[config.mk]
export PLATFORM = sky130hd
export DESIGN_NAME = lcd_spi_sink
export DESIGN_NICKNAME = d
export VERILOG_FILES = /design/src/rtl/lcd_pkg.sv /design/src/rtl/lcd_spi_byte_rx.sv /design/src/rtl/lcd_spi_sink.sv
export SDC_FILE = /design/constraint.sdc
export NUM_CORES = 1
export LEC_CHECK = 0
export BUFFER_PORTS_ARGS = -buffer_cell sky130_fd_sc_hd__buf_2
export CAP_MARGIN = 20
export CORE_MARGIN = 4
export CORE_UTILIZATION = 55
export DETAILED_ROUTE_END_ITERATION = 12
export PLACE_DENSITY = 0.81
export SETUP_SLACK_MARGIN = 0.4
export SYNTH_ARGS = -nofsm -noshare
export SYNTH_HDL_FRONTEND = slang
export SYNTH_HIERARCHICAL = 1
export SYNTH_SLANG_ARGS = --single-unit
export TNS_END_PERCENT = 5
[constraint.sdc]
create_clock -name clk -period 6.65 [get_ports clk]
set_clock_uncertainty 0.2 [all_clocks]
set_input_delay 0.665 -clock clk [delete_from_list [all_inputs] [get_ports clk]]
set_output_delay 0.665 -clock clk [all_outputs]
set_load 0.02 [all_outputs]
[src/rtl/lcd_pkg.sv]
// Shared opcodes, decoder state encoding and register-file layout for the LCD SPI sink.
package lcd_pkg;

    localparam logic [7:0] CMD_SLPIN   = 8'h10;
    localparam logic [7:0] CMD_SLPOUT  = 8'h11;
    localparam logic [7:0] CMD_INVOFF  = 8'h20;
    localparam logic [7:0] CMD_INVON   = 8'h21;
    localparam logic [7:0] CMD_DISPOFF = 8'h28;
    localparam logic [7:0] CMD_DISPON  = 8'h29;
    localparam logic [7:0] CMD_CASET   = 8'h2A;
    localparam logic [7:0] CMD_RASET   = 8'h2B;
    localparam logic [7:0] CMD_RAMWR   = 8'h2C;
    localparam logic [7:0] CMD_MADCTL  = 8'h36;
    localparam logic [7:0] CMD_COLMOD  = 8'h3A;
    localparam logic [7:0] COLMOD_RST  = 8'h05;

    typedef enum logic [1:0] {
        ST_IDLE  = 2'd0,
        ST_PARAM = 2'd1,
        ST_RAMWR = 2'd2,
        ST_SKIP  = 2'd3
    } sink_state_e;

    typedef struct packed {
        sink_state_e state;
        logic [7:0]  pcmd;
        logic [1:0]  pcnt;
        logic [23:0] pbuf;
        logic [15:0] xs, xe, ys, ye, cx, cy;
        logic        phase;
        logic [7:0]  hi;
        logic        cmd_valid;
        logic [7:0]  cmd_byte;
        logic        pix_valid;
        logic [15:0] pix_x, pix_y, pix_data;
        logic [7:0]  madctl, colmod;
        logic        awake, disp_on, inverted;
    } sink_regs_t;

    function automatic sink_regs_t sink_reset(input logic [15:0] xe, input logic [15:0] ye);
        sink_regs_t r;
        r        = '0;
        r.state  = ST_IDLE;
        r.xe     = xe;
        r.ye     = ye;
        r.colmod = COLMOD_RST;
        return r;
    endfunction

endpackage

[src/rtl/lcd_spi_byte_rx.sv]
// SPI byte receiver: synchronizes the four LCD pins into clk and assembles MSB-first bytes.
module lcd_spi_byte_rx #(
    parameter int SYNC_STAGES = 2
) (
    input  logic       clk,
    input  logic       resetn,
    input  logic       sck_i,
    input  logic       cs_i,
    input  logic       rs_i,
    input  logic       sda_i,
    output logic       byte_valid,
    output logic [7:0] byte_data,
    output logic       byte_dc
);

    localparam logic [3:0] PINS_IDLE = 4'b0100;

    logic [3:0] sync_q [SYNC_STAGES];
    logic [3:0] pins_s;
    logic       sck_prev_q, rise_q, cs_q, rs_q, sda_q;
    logic [2:0] cnt_q;
    logic [6:0] shift_q;
    logic       byte_valid_q, byte_dc_q;
    logic [7:0] byte_data_q;

    assign pins_s     = sync_q[SYNC_STAGES-1];
    assign byte_valid = byte_valid_q;
    assign byte_data  = byte_data_q;
    assign byte_dc    = byte_dc_q;

    // Synchronizer chain for {sck, cs, rs, sda}.
    always_ff @(posedge clk or negedge resetn) begin
        if (!resetn) begin
            for (int i = 0; i < SYNC_STAGES; i++) sync_q[i] <= PINS_IDLE;
        end else begin
            sync_q[0] <= {sck_i, cs_i, rs_i, sda_i};
            for (int i = 1; i < SYNC_STAGES; i++) sync_q[i] <= sync_q[i-1];
        end
    end

    // Edge detect: an edge is kept if cs was low now or one clk earlier, so a cs release
    // landing on the same clk as the last edge still completes the byte.
    always_ff @(posedge clk or negedge resetn) begin
        if (!resetn) begin
            sck_prev_q <= 1'b0;
            rise_q     <= 1'b0;
            cs_q       <= 1'b1;
            rs_q       <= 1'b0;
            sda_q      <= 1'b0;
        end else begin
            sck_prev_q <= pins_s[3];
            rise_q     <= pins_s[3] & ~sck_prev_q & ~(pins_s[2] & cs_q);
            cs_q       <= pins_s[2];
            rs_q       <= pins_s[1];
            sda_q      <= pins_s[0];
        end
    end

    // Shift register and bit counter; cs high discards a partial byte.
    always_ff @(posedge clk or negedge resetn) begin
        if (!resetn) begin
            cnt_q        <= 3'd0;
            shift_q      <= 7'd0;
            byte_valid_q <= 1'b0;
            byte_data_q  <= 8'd0;
            byte_dc_q    <= 1'b0;
        end else begin
            byte_valid_q <= rise_q && (cnt_q == 3'd7);
            if (rise_q) begin
                cnt_q   <= cnt_q + 3'd1;
                shift_q <= {shift_q[5:0], sda_q};
                if (cnt_q == 3'd7) begin
                    byte_data_q <= {shift_q, sda_q};
                    byte_dc_q   <= rs_q;
                end
            end else if (cs_q) begin
                cnt_q <= 3'd0;
            end
        end
    end

endmodule

[src/rtl/lcd_spi_sink.sv]
// Display-side decoder of the ST7789-style LCD SPI stream into register updates and pixel writes.
// Optional sticky error flags are built only when LCD_SINK_ERR_EN is defined.
module lcd_spi_sink
    import lcd_pkg::*;
#(
    parameter int          SYNC_STAGES = 2,
    parameter logic [15:0] DEF_XE      = 16'd239,
    parameter logic [15:0] DEF_YE      = 16'd319
) (
    input  logic        clk,
    input  logic        resetn,
    input  logic        lcd_clk,
    input  logic        lcd_cs,
    input  logic        lcd_rs,
    input  logic        lcd_data,
    output logic        cmd_valid,
    output logic [7:0]  cmd_byte,
    output logic        pix_valid,
    output logic [15:0] pix_x,
    output logic [15:0] pix_y,
    output logic [15:0] pix_data,
    output logic [7:0]  madctl,
    output logic [7:0]  colmod,
    output logic        awake,
    output logic        disp_on,
    output logic        inverted,
    output logic [3:0]  err
);

    logic        byte_valid_s, byte_dc_s;
    logic [7:0]  byte_data_s;
    logic [15:0] win_lo_s, win_hi_s;
    sink_regs_t  r_q, r_d;

    lcd_spi_byte_rx #(.SYNC_STAGES(SYNC_STAGES)) u_rx (
        .clk        (clk),
        .resetn     (resetn),
        .sck_i      (lcd_clk),
        .cs_i       (lcd_cs),
        .rs_i       (lcd_rs),
        .sda_i      (lcd_data),
        .byte_valid (byte_valid_s),
        .byte_data  (byte_data_s),
        .byte_dc    (byte_dc_s)
    );

    assign win_lo_s = r_q.pbuf[23:8];
    assign win_hi_s = {r_q.pbuf[7:0], byte_data_s};

    // Decoder state register.
    always_ff @(posedge clk or negedge resetn) begin
        if (!resetn) begin
            r_q <= sink_reset(DEF_XE, DEF_YE);
        end else begin
            r_q <= r_d;
        end
    end

    // Command decode, parameter collection and RAMWR cursor walk.
    always_comb begin
        r_d           = r_q;
        r_d.cmd_valid = 1'b0;
        r_d.pix_valid = 1'b0;
        if (byte_valid_s && !byte_dc_s) begin
            r_d.cmd_valid = 1'b1;
            r_d.cmd_byte  = byte_data_s;
            r_d.pcmd      = byte_data_s;
            r_d.pcnt      = 2'd0;
            r_d.state     = ST_IDLE;
            case (byte_data_s)
                CMD_CASET, CMD_RASET, CMD_MADCTL, CMD_COLMOD: r_d.state = ST_PARAM;
                CMD_RAMWR: begin
                    r_d.state = ST_RAMWR;
                    r_d.cx    = r_q.xs;
                    r_d.cy    = r_q.ys;
                    r_d.phase = 1'b0;
                end
                CMD_SLPOUT:  r_d.awake    = 1'b1;
                CMD_SLPIN:   r_d.awake    = 1'b0;
                CMD_DISPON:  r_d.disp_on  = 1'b1;
                CMD_DISPOFF: r_d.disp_on  = 1'b0;
                CMD_INVON:   r_d.inverted = 1'b1;
                CMD_INVOFF:  r_d.inverted = 1'b0;
                default:     r_d.state    = ST_SKIP;
            endcase
        end else if (byte_valid_s && (r_q.state == ST_PARAM)) begin
            r_d.pbuf = {r_q.pbuf[15:0], byte_data_s};
            r_d.pcnt = r_q.pcnt + 2'd1;
            case (r_q.pcmd)
                CMD_MADCTL: begin
                    r_d.madctl = byte_data_s;
                    r_d.state  = ST_IDLE;
                end
                CMD_COLMOD: begin
                    r_d.colmod = byte_data_s;
                    r_d.state  = ST_IDLE;
                end
                default: begin
                    if (r_q.pcnt == 2'd3) begin
                        r_d.state = ST_IDLE;
                        if (r_q.pcmd == CMD_CASET) begin
                            r_d.xs = win_lo_s;
                            r_d.xe = win_hi_s;
                        end else begin
                            r_d.ys = win_lo_s;
                            r_d.ye = win_hi_s;
                        end
                    end else begin
                        r_d.state = ST_PARAM;
                    end
                end
            endcase
        end else if (byte_valid_s && (r_q.state == ST_RAMWR)) begin
            r_d.phase = ~r_q.phase;
            if (!r_q.phase) begin
                r_d.hi = byte_data_s;
            end else begin
                r_d.pix_valid = 1'b1;
                r_d.pix_x     = r_q.cx;
                r_d.pix_y     = r_q.cy;
                r_d.pix_data  = {r_q.hi, byte_data_s};
                if (r_q.cx == r_q.xe) begin
                    r_d.cx = r_q.xs;
                    r_d.cy = (r_q.cy == r_q.ye) ? r_q.ys : r_q.cy + 16'd1;
                end else begin
                    r_d.cx = r_q.cx + 16'd1;
                end
            end
        end else begin
            r_d.state = r_q.state;
        end
    end

`ifdef LCD_SINK_ERR_EN
    logic [3:0] err_q, err_set_s;

    // Protocol violations seen on the byte stream.
    always_comb begin
        err_set_s = 4'd0;
        if (byte_valid_s) begin
            err_set_s[0] = byte_dc_s && (r_q.state == ST_IDLE);
            err_set_s[1] = !byte_dc_s && (r_q.state == ST_PARAM);
            err_set_s[2] = byte_dc_s && (r_q.state == ST_PARAM) && (r_q.pcnt == 2'd3) &&
                           ((r_q.pcmd == CMD_CASET) || (r_q.pcmd == CMD_RASET)) &&
                           (win_lo_s > win_hi_s);
            err_set_s[3] = byte_dc_s && (r_q.state == ST_PARAM) &&
                           (r_q.pcmd == CMD_COLMOD) && (byte_data_s != COLMOD_RST);
        end else begin
            err_set_s = 4'd0;
        end
    end

    // Sticky error flags, cleared only by reset.
    always_ff @(posedge clk or negedge resetn) begin
        if (!resetn) begin
            err_q <= 4'd0;
        end else begin
            err_q <= err_q | err_set_s;
        end
    end

    assign err = err_q;
`else
    assign err = 4'd0;
`endif

    assign cmd_valid = r_q.cmd_valid;
    assign cmd_byte  = r_q.cmd_byte;
    assign pix_valid = r_q.pix_valid;
    assign pix_x     = r_q.pix_x;
    assign pix_y     = r_q.pix_y;
    assign pix_data  = r_q.pix_data;
    assign madctl    = r_q.madctl;
    assign colmod    = r_q.colmod;
    assign awake     = r_q.awake;
    assign disp_on   = r_q.disp_on;
    assign inverted  = r_q.inverted;

endmodule

==> key figures, run 1 <==
Power
  • Power Density: 244 mW/mm^2
  • Clk network pwr share: 0.463
  • Switching Fraction: 0.206
  • Comb power frac: 0.019
  • VDD IR max: 0.000241 V
  • Pint: 2.33 mW
  • NetSw: 0.605 mW
  • Leakage power: 6.20 nW
  • Flop pwr share: 0.518

Clock tree
  • Inserted Clock Buffers: 25
  • Clock Latency Late Sink: 510 ps
  • Clock root cell: clkbuf_16
  • Clk slew on worst S/H paths: 60 ps
  • Sink Count: 243
  • Clock Path Buffers: 3
  • CTS tree: yes
  • H-tree lvl count: 1

GRT
  • Vias in the first global route: 6895
  • Largest net degree at the start of global routing: 97
  • Total GRT Usage: 0.216
  • Total gr overflow: 0
  • Initial antenna violation count: 0
  • First-pass GRT wire length: 38500 um

Layout
  • Ant diodes: 0
  • Number of fill cells: 1499
  • Fin cells: 1183
  • Synthesis-to-finish area growth: 7.64%
  • Final #Nets: 911
  • Share of layout cells above drive strength 1: 0.359

STA
  • Relative slew margins: 0.265
  • FMAX: 296 MHz
  • Setup TNS: 0 ps
  • Least-Margin Pin Slew: 1100 ps
  • Final hold vios: 0
  • Final Cycle Share: 0.507
  • Final min period: 3370 ps
  • Final Max Slew Viols: 0
  • Final setup viols: 0
  • Hold Worst Slack: 50.9 ps
  • RSZ-0062 raised after global routing: no

Logic synthesis
  • Yosys cell types: 60
  • #FFs+latches synth: 243
  • Avg Cell Area, Syn: 12.3 um^2
  • Synth Instances: 908
  • Ys async rst share: 1.00
  • Ys Warns: 6
  • Synth Flop Type: dfrtp_1
  • Cell Area, Synth: 0.0112 mm^2
  • Seq/Total Area, Yosys: 0.546
  • Post-synth EDFFs: 0

Min path
  • Hold EP: u_rx/sync_q[6]$_DFF_PN1_
  • Hold depth: 1
  • Hold Path Class: in -> reg
  • Hold Startpoint: lcd_cs

Detailed routing
  • TritonRoute pass-1 iters: 5
  • Routed len/inst: 20.0 um
  • Final ANT Viol Nets: 0
  • Vias/cell: 5.80
  • Final WL: 23600 um
  • Vias: 6862
  • First DRT Iteration DRCs: 645
  • DRC viols: 0

Worst setup path
  • CP max-delay cell: or4_2
  • Worst reg2reg path endpoint: r_q[174]$_DFFE_PN0P_
  • R2R Setup Slk: 3280 ps
  • Req. time, crit path: 6840 ps
  • Startpoint Class: flip-flop
  • WS Path Type: reg -> reg
  • Largest fanout on the critical path: 32
  • CP peak stage delay: 1090 ps
  • Worst Path Arrival: 3570 ps
  • Worst Setup End Kind: flip-flop
  • R2r startpoint: r_q[217]$_DFFE_PN0P_
  • R2R cell count: 6
  • Crit-path cells: nor2b_4 -> nand3_4 -> a41oi_2 -> nand2_1 -> or4_2 -> mux2_4

Floorplan
  • Chip height: 151 um
  • Cell Rows: 51
  • Core ar.: 0.0197 mm^2
  • I/O pin cnt: 87
  • Die width: 151 um
  • Initial Utilization: 0.567
  • Die ar.: 0.0227 mm^2

Outcome
  • Status: finished clean

Flow run
  • Max cap viols: 0

Place
  • Placed instance count: 1135
  • RePlAce Congestion: 0.915
  • Detailed placer's ending HPWL: 15500 um
  • PortBufs: 82
state kept, by name, indices dropped and copies added (netlist names), 3 cells and up:
signal / count
r_q: 133
pix_data: 16
pix_x: 16
pix_y: 16
cmd_byte: 8
colmod: 8
madctl: 8
u_rx/byte_data: 8
u_rx/shift_q: 7
u_rx/pins_s: 4
u_rx/sync_q: 4
u_rx/cnt_q: 3
stage by stage:
stage / area [um^2] / worst slack [ps] / util / total power [mW]
CTS: 12000 / 3050 / 0.608 / 2.97
detailed placement: 11200 / 3090 / 0.567 / 1.60
global route: 12000 / 3140 / 0.611 / 3.05
global placement: 11200 / 3200 / 0.567 / 1.60
floorplan: 11200 / 4380 / - / 1.56
finish: 12000 / 3280 / 0.611 / 2.94
worst max path at each step:
stage	start	end	slack [ps]
6_report	r_q[217]$_DFFE_PN0P_	r_q[174]$_DFFE_PN0P_	3280
5_1_grt	u_rx/byte_dc$_DFFE_PN0P_	r_q[109]$_DFFE_PN0P_	3140
4_1_cts	u_rx/byte_dc$_DFFE_PN0P_	r_q[90]$_DFFE_PN0P_	3050
3_5_place_dp	u_rx/byte_dc$_DFFE_PN0P_	r_q[90]$_DFFE_PN0P_	3090
3_3_place_gp	u_rx/byte_dc$_DFFE_PN0P_	r_q[86]$_DFFE_PN0P_	3200
2_1_floorplan	r_q[217]$_DFFE_PN0P_	r_q[154]$_DFFE_PN0P_	4380
what timing repair did:
item / 4_1_cts / 5_1_grt
hold buffers: 1 / 0
setup endpoints to repair: 0 / 0
setup buffers: 0 / 0
gates resized for setup: 0 / 0
hold endpoints to repair: 16 / 0
cells in the final DEF, fill, tap and decap left out, types with 4 or more instances in the layout:
cell,n
a21boi_0,6
a21oi_1,27
a22oi_1,10
and2_1,4
buf_2,81
buf_4,6
clkbuf_1,8
clkbuf_16,25
conb_1,4
dfrtp_1,224
dfstp_2,19
ha_1,5
inv_1,17
mux2_2,143
mux2_4,30
mux2i_1,14
nand2_1,58
nand2b_1,4
nand3_1,27
nand4_1,12
nor2_1,26
nor2b_1,4
nor3_1,10
nor4_1,12
o21ai_0,29
o22ai_1,9
xnor2_1,7
xor2_1,37
power by group through the flow:
stage	clock network, mW	registers (mW)	logic, mW
2_1_floorplan	0	1.54	0.0250
3_3_place_gp	0	1.54	0.0549
3_5_place_dp	0	1.55	0.0558
4_1_cts	1.39	1.52	0.0564
5_1_grt	1.46	1.52	0.0652
6_report	1.36	1.52	0.0558
area by class of cell:
type,count,area (um^2),share of cell area
clock inverters,9,106,0.00883
well taps,265,332,0.0275
multi-input cells,521,4220,0.350
clock buffers,36,697,0.0579
repair buffers,91,518,0.0430
flip-flops and latches,243,6100,0.507
inverters,18,67.6,0.00561
worst max-delay path, delay by kind of cell, from the launching register on:
kind               cells  cell delay (ps)
and+or+nand+nor        4             1780
muxes                  1              480
DFF                    1              430
AOI/OAI and AO/OA      1              330
cell families after synthesis:
family	count (synthesis)	synth area share
mux	187	0.197
compound gates	102	0.0569
xor+xnor	44	0.0345
flops	243	0.546
other cells	1	0.000335
buf+inv	147	0.0790
fa+ha+maj	5	0.00559
simple gates	179	0.0812
per-layer routing:
metal,vias to the layer above,part of all wire,track usage
li1,3078,-,-
met1,3473,0.43,0.309
met2,250,0.47,0.343
met3,61,0.063,0.0349
met4,0,0.032,0.0675
met5,-,0,0
Yosys cell counts, types with 3 or more instances:
| master | instances | area share |
|---|---|---|
| a21boi_0 | 6 | 0.0040 |
| a21oi_1 | 27 | 0.012 |
| a22oi_1 | 10 | 0.0067 |
| a2bb2oi_1 | 3 | 0.0023 |
| a31oi_1 | 3 | 0.0017 |
| and2_1 | 4 | 0.0022 |
| and3_1 | 3 | 0.0017 |
| buf_1 | 4 | 0.0013 |
| buf_2 | 12 | 0.0054 |
| buf_4 | 76 | 0.051 |
| buf_6 | 4 | 0.0040 |
| clkbuf_1 | 32 | 0.011 |
| dfrtp_1 | 224 | 0.50 |
| dfstp_2 | 19 | 0.045 |
| ha_1 | 5 | 0.0056 |
| inv_1 | 17 | 0.0057 |
| mux2_2 | 143 | 0.14 |
| mux2_4 | 30 | 0.040 |
| mux2i_1 | 14 | 0.013 |
| nand2_1 | 59 | 0.020 |
| nand2b_1 | 4 | 0.0022 |
| nand3_1 | 27 | 0.012 |
| nand4_1 | 12 | 0.0067 |
| nor2_1 | 27 | 0.0091 |
| nor2b_1 | 4 | 0.0022 |
| nor3_1 | 10 | 0.0045 |
| nor4_1 | 12 | 0.0067 |
| o21ai_0 | 29 | 0.013 |
| o22ai_1 | 9 | 0.0050 |
| or3_1 | 3 | 0.0017 |
| xnor2_1 | 7 | 0.0055 |
| xor2_1 | 37 | 0.029 |
Note: power is estimated with default switching activity, not from simulation.
==> inputs of run 2 (changes only) <==
--- a/config.mk
+++ b/config.mk
@@ -5,12 +5,13 @@
 export SDC_FILE = /design/constraint.sdc
 export NUM_CORES = 1
 export LEC_CHECK = 0
+export ABC_AREA = 1
 export BUFFER_PORTS_ARGS = -buffer_cell sky130_fd_sc_hd__buf_2
 export CAP_MARGIN = 20
 export CORE_MARGIN = 4
 export CORE_UTILIZATION = 55
 export DETAILED_ROUTE_END_ITERATION = 12
-export PLACE_DENSITY = 0.81
+export PLACE_DENSITY = 0.84
 export SETUP_SLACK_MARGIN = 0.4
 export SYNTH_ARGS = -nofsm -noshare
 export SYNTH_HDL_FRONTEND = slang
==> constraint.sdc (replaced) <==
create_clock -name clk -period 2.77 [get_ports clk]
set_clock_uncertainty 0.2 [all_clocks]
set_input_delay 0.277 -clock clk [delete_from_list [all_inputs] [get_ports clk]]
set_output_delay 0.277 -clock clk [all_outputs]
set_load 0.02 [all_outputs]
==> run 2 against run 1 <==
Effect of this change: wire length increased by 17%; combinational power increased by 130%; synthesized cell count increased by 54%; fmax increased by 52%; global-route usage increased by 1.9 points; critical endpoint is now r_q[95]$_DFFE_PN0P_.
==> key figures, run 2 <==
Outcome
  • Status: finished clean

Floorplan
  • Cell Rows: 52 (+2.0%)
  • Core ar.: 0.0204 mm^2 (+3.6%)
  • Chip height: 153 um (+1.3%)
  • Die ar.: 0.0233 mm^2 (+2.7%)
  • Initial Utilization: 0.563 (-0.00440)
  • I/O pin cnt: 87 (unchanged)
  • Die width: 153 um (+1.3%)

STA
  • Setup TNS: 0 ps (unchanged)
  • FMAX: 450 MHz (+52%)
  • Final Max Slew Viols: 0 (unchanged)
  • Post-route setup slack: 548 ps (-2730 ps)
  • Final hold vios: 0 (unchanged)
  • Final setup viols: 0 (unchanged)
  • Least-Margin Pin Slew: 734 ps (-368 ps)
  • Final min period: 2220 ps (-1150 ps)
  • Final Cycle Share: 0.802 (+0.295)
  • RSZ-0062 raised after global routing: yes
  • Hold Worst Slack: 147 ps (+96.5 ps)
  • Relative slew margins: 0.510 (+0.246)

Logic synthesis
  • Most area-hungry cell type in the Yosys netlist: dfrtp_1
  • Top cells by count, synth: nand2_1, dfrtp_1, o21ai_0
  • Synth Flop Type: dfrtp_1
  • Yosys top cell area share: 0.487 (-0.0137)
  • Seq/Total Area, Yosys: 0.531 (-0.0149)
  • Yosys cell types: 38 (-37%)
  • Ys Warns: 6 (unchanged)
  • #FFs+latches synth: 243 (unchanged)
  • Synth Instances: 1397 (+54%)
  • Post-synth EDFFs: 0 (unchanged)
  • Cell Area, Synth: 0.0115 mm^2 (+2.8%)
  • Avg Cell Area, Syn: 8.23 um^2 (-33%)
  • Synth area leaders: dfrtp_1, nand2_1, o21ai_0
  • Ys async rst share: 1.00 (unchanged)
  • Most numerous cell in the Yosys netlist: nand2_1

Detailed routing
  • Vias: 9220 (+34%)
  • Final ANT Viol Nets: 0 (unchanged)
  • DRC viols: 0 (unchanged)
  • Vias/cell: 5.43 (-6.4%)
  • Final WL: 27600 um (+17%)
  • TritonRoute pass-1 iters: 6 (+1)
  • First DRT Iteration DRCs: 941 (+46%)
  • Routed len/inst: 16.2 um (-19%)

Place
  • DP Area: 0.0116 mm^2 (+4.2%)
  • PortBufs: 82 (unchanged)
  • RePlAce Congestion: 0.936 (+2.3%)
  • Placed instance count: 1645 (+45%)
  • Dpl ws: 375 ps (-2720 ps)
  • Detailed placer's ending HPWL: 18800 um (+21%)

Worst setup path
  • R2R cell count: 12 (+6)
  • Worst Path Arrival: 2440 ps (-1130 ps)
  • Req. time, crit path: 2980 ps (-3860 ps)
  • Worst Setup End Kind: flip-flop
  • R2R Setup Slk: 550 ps (-2730 ps)
  • Worst reg2reg path endpoint: r_q[95]$_DFFE_PN0P_
  • Startpoint Class: flip-flop
  • WS Path Type: reg -> reg
  • Largest fanout on the critical path: 21 (-34%)
  • R2r startpoint: r_q[151]$_DFFE_PN1P_

Clock tree
  • Clk slew on worst S/H paths: 60 ps (about the same)
  • Clock Latency Late Sink: 540 ps (+30 ps)
  • Sink Count: 243 (unchanged)
  • H-tree lvl count: 1 (unchanged)
  • Inserted Clock Buffers: 25 (unchanged)
  • Clock root cell: clkbuf_16
  • Clock Path Buffers: 3 (unchanged)
  • CTS tree: yes

Power
  • Comb power frac: 0.018 (about the same)
  • NetSw: 1.52 mW (+150%)
  • VDD IR max: 0.000455 V (+89%)
  • Flop pwr share: 0.508 (-0.010)
  • Switching Fraction: 0.214 (+0.00773)
  • Final Power: 7.12 mW (+140%)
  • Clk network pwr share: 0.474 (+0.011)
  • Power Density: 567 mW/mm^2 (+130%)
  • Pint: 5.60 mW (+140%)
  • Leakage power: 6.21 nW (+0.19%)

Min path
  • Hold EP: u_rx/pins_s[1]$_DFF_PN0_
  • Hold Path Class: reg -> reg
  • Hold depth: 0 (-1)
  • Hold Startpoint: u_rx/sync_q[5]$_DFF_PN0_

Layout
  • Number of fill cells: 1690 (+13%)
  • Synthesis-to-finish area growth: 9.14%
  • Leading cell types in the layout, fill and taps excluded: nand2_1, dfrtp_1, o21ai_0, inv_1, nor2_1
  • Util after Layout: 0.614 (+0.00371)
  • Share of layout cells above drive strength 1: 0.143 (-0.217)
  • Fin cells: 1698 (+44%)
  • Design area: 0.0126 mm^2 (+4.2%)
  • Ant diodes: 0 (unchanged)
  • Final #Nets: 1420 (+56%)
  • Commonest non-fill, non-tap cell in the layout: nand2_1
  • Largest register FFs: 133 (unchanged)
  • Biggest register: r_q

GRT
  • Initial antenna violation count: 0 (unchanged)
  • First-pass GRT wire length: 45500 um (+18%)
  • Total GRT Usage: 0.235 (+0.0190)
  • Largest net degree at the start of global routing: 94 (-3.1%)
  • Vias in the first global route: 8841 (+28%)
  • Total gr overflow: 0 (unchanged)

Flow run
  • Max cap viols: 0 (unchanged)
## run 2: cell count changes after synthesis, sizes merged, moves of 10 or more
cell / previous run / this run
xor2: 37 / 18
a22oi: 10 / 0
nand3: 28 / 77
inv: 18 / 128
nor2: 27 / 115
clkbuf: 33 / 19
mux2i: 14 / 1
a21oi: 28 / 52
o21ai: 29 / 157
buf: 96 / 111
nand2: 60 / 443
mux2: 173 / 0
## run 2: area by class of cell
type / instances / area (um^2) / area share
clock buffers: 31 / 658 / 0.0524
well taps: 270 / 338 / 0.0269
inverters: 129 / 484 / 0.0386
clock inverters: 15 / 160 / 0.0128
multi-input cells: 898 / 4060 / 0.323
flip-flops and latches: 243 / 6100 / 0.486
repair buffers: 112 / 746 / 0.0594
## run 2: timing repair
action / 4_1_cts / 5_1_grt
resized for setup: 1 / 3
pin swaps: 0 / 1
buffers inserted: 0 / 2
setup endpoints to repair: 5 / 58
hold buffers: 5 / 0
endpoints found under the hold margin: 84 / 0
## run 2: layer usage
layer	track usage	vias up	wire length, um
li1	-	4346	-
met2	0.389	420	13000
met4	0.0861	0	1110
met5	0	-	0
met3	0.0366	89	2100
met1	0.317	4365	11300
## run 2: logic make-up after synthesis
| family | after synthesis | share of synthesized area |
|---|---|---|
| adders and majority gates | 5 | 0.00544 |
| buffers and inverters | 259 | 0.119 |
| AOI/OAI and AO/OA | 211 | 0.0928 |
| xor gates and xnor gates | 20 | 0.0152 |
| other | 1 | 0.000326 |
| and+or+nand+nor | 657 | 0.235 |
| muxes | 1 | 0.000870 |
| DFF | 243 | 0.531 |
## run 2: worst max path at each step
stage                                              from                    end  slack [ps]  cells after the start
final                              r_q[151]$_DFFE_PN1P_    r_q[95]$_DFFE_PN0P_         550                     12
after global routing               r_q[150]$_DFFE_PN1P_    r_q[95]$_DFFE_PN0P_         380                     12
after CTS                          r_q[217]$_DFFE_PN0P_  colmod[7]$_DFFE_PN0P_         400                      7
after detailed placement  u_rx/byte_data[7]$_DFFE_PN0P_    r_q[98]$_DFFE_PN0P_         380                     11
after global placement    u_rx/byte_data[4]$_DFFE_PN0P_    r_q[99]$_DFFE_PN0P_         490                     11
after floorplan                    r_q[151]$_DFFE_PN1P_    r_q[99]$_DFFE_PN0P_         920                     13
## run 2: worst max-delay path, cell delays in order (launching register included)
cell and delay (ps):
dfstp_2 540, inv_1 40, nand2_1 40, nand2_1 50
nor2_1 100, nand2_1 110, nor2_4 200, nand2_2 200
a21oi_2 180, buf_4 260, nand3_1 100, nand2_1 70
inv_1 30
## run 2: power by group through the flow
stage	Clock, mW	Sequential (mW)	Combinational, mW
global placement	0	3.68	0.124
CTS	3.42	3.61	0.134
floorplan	0	3.67	0.0414
global route	3.58	3.62	0.153
finish	3.37	3.62	0.129
detailed placement	0	3.68	0.128
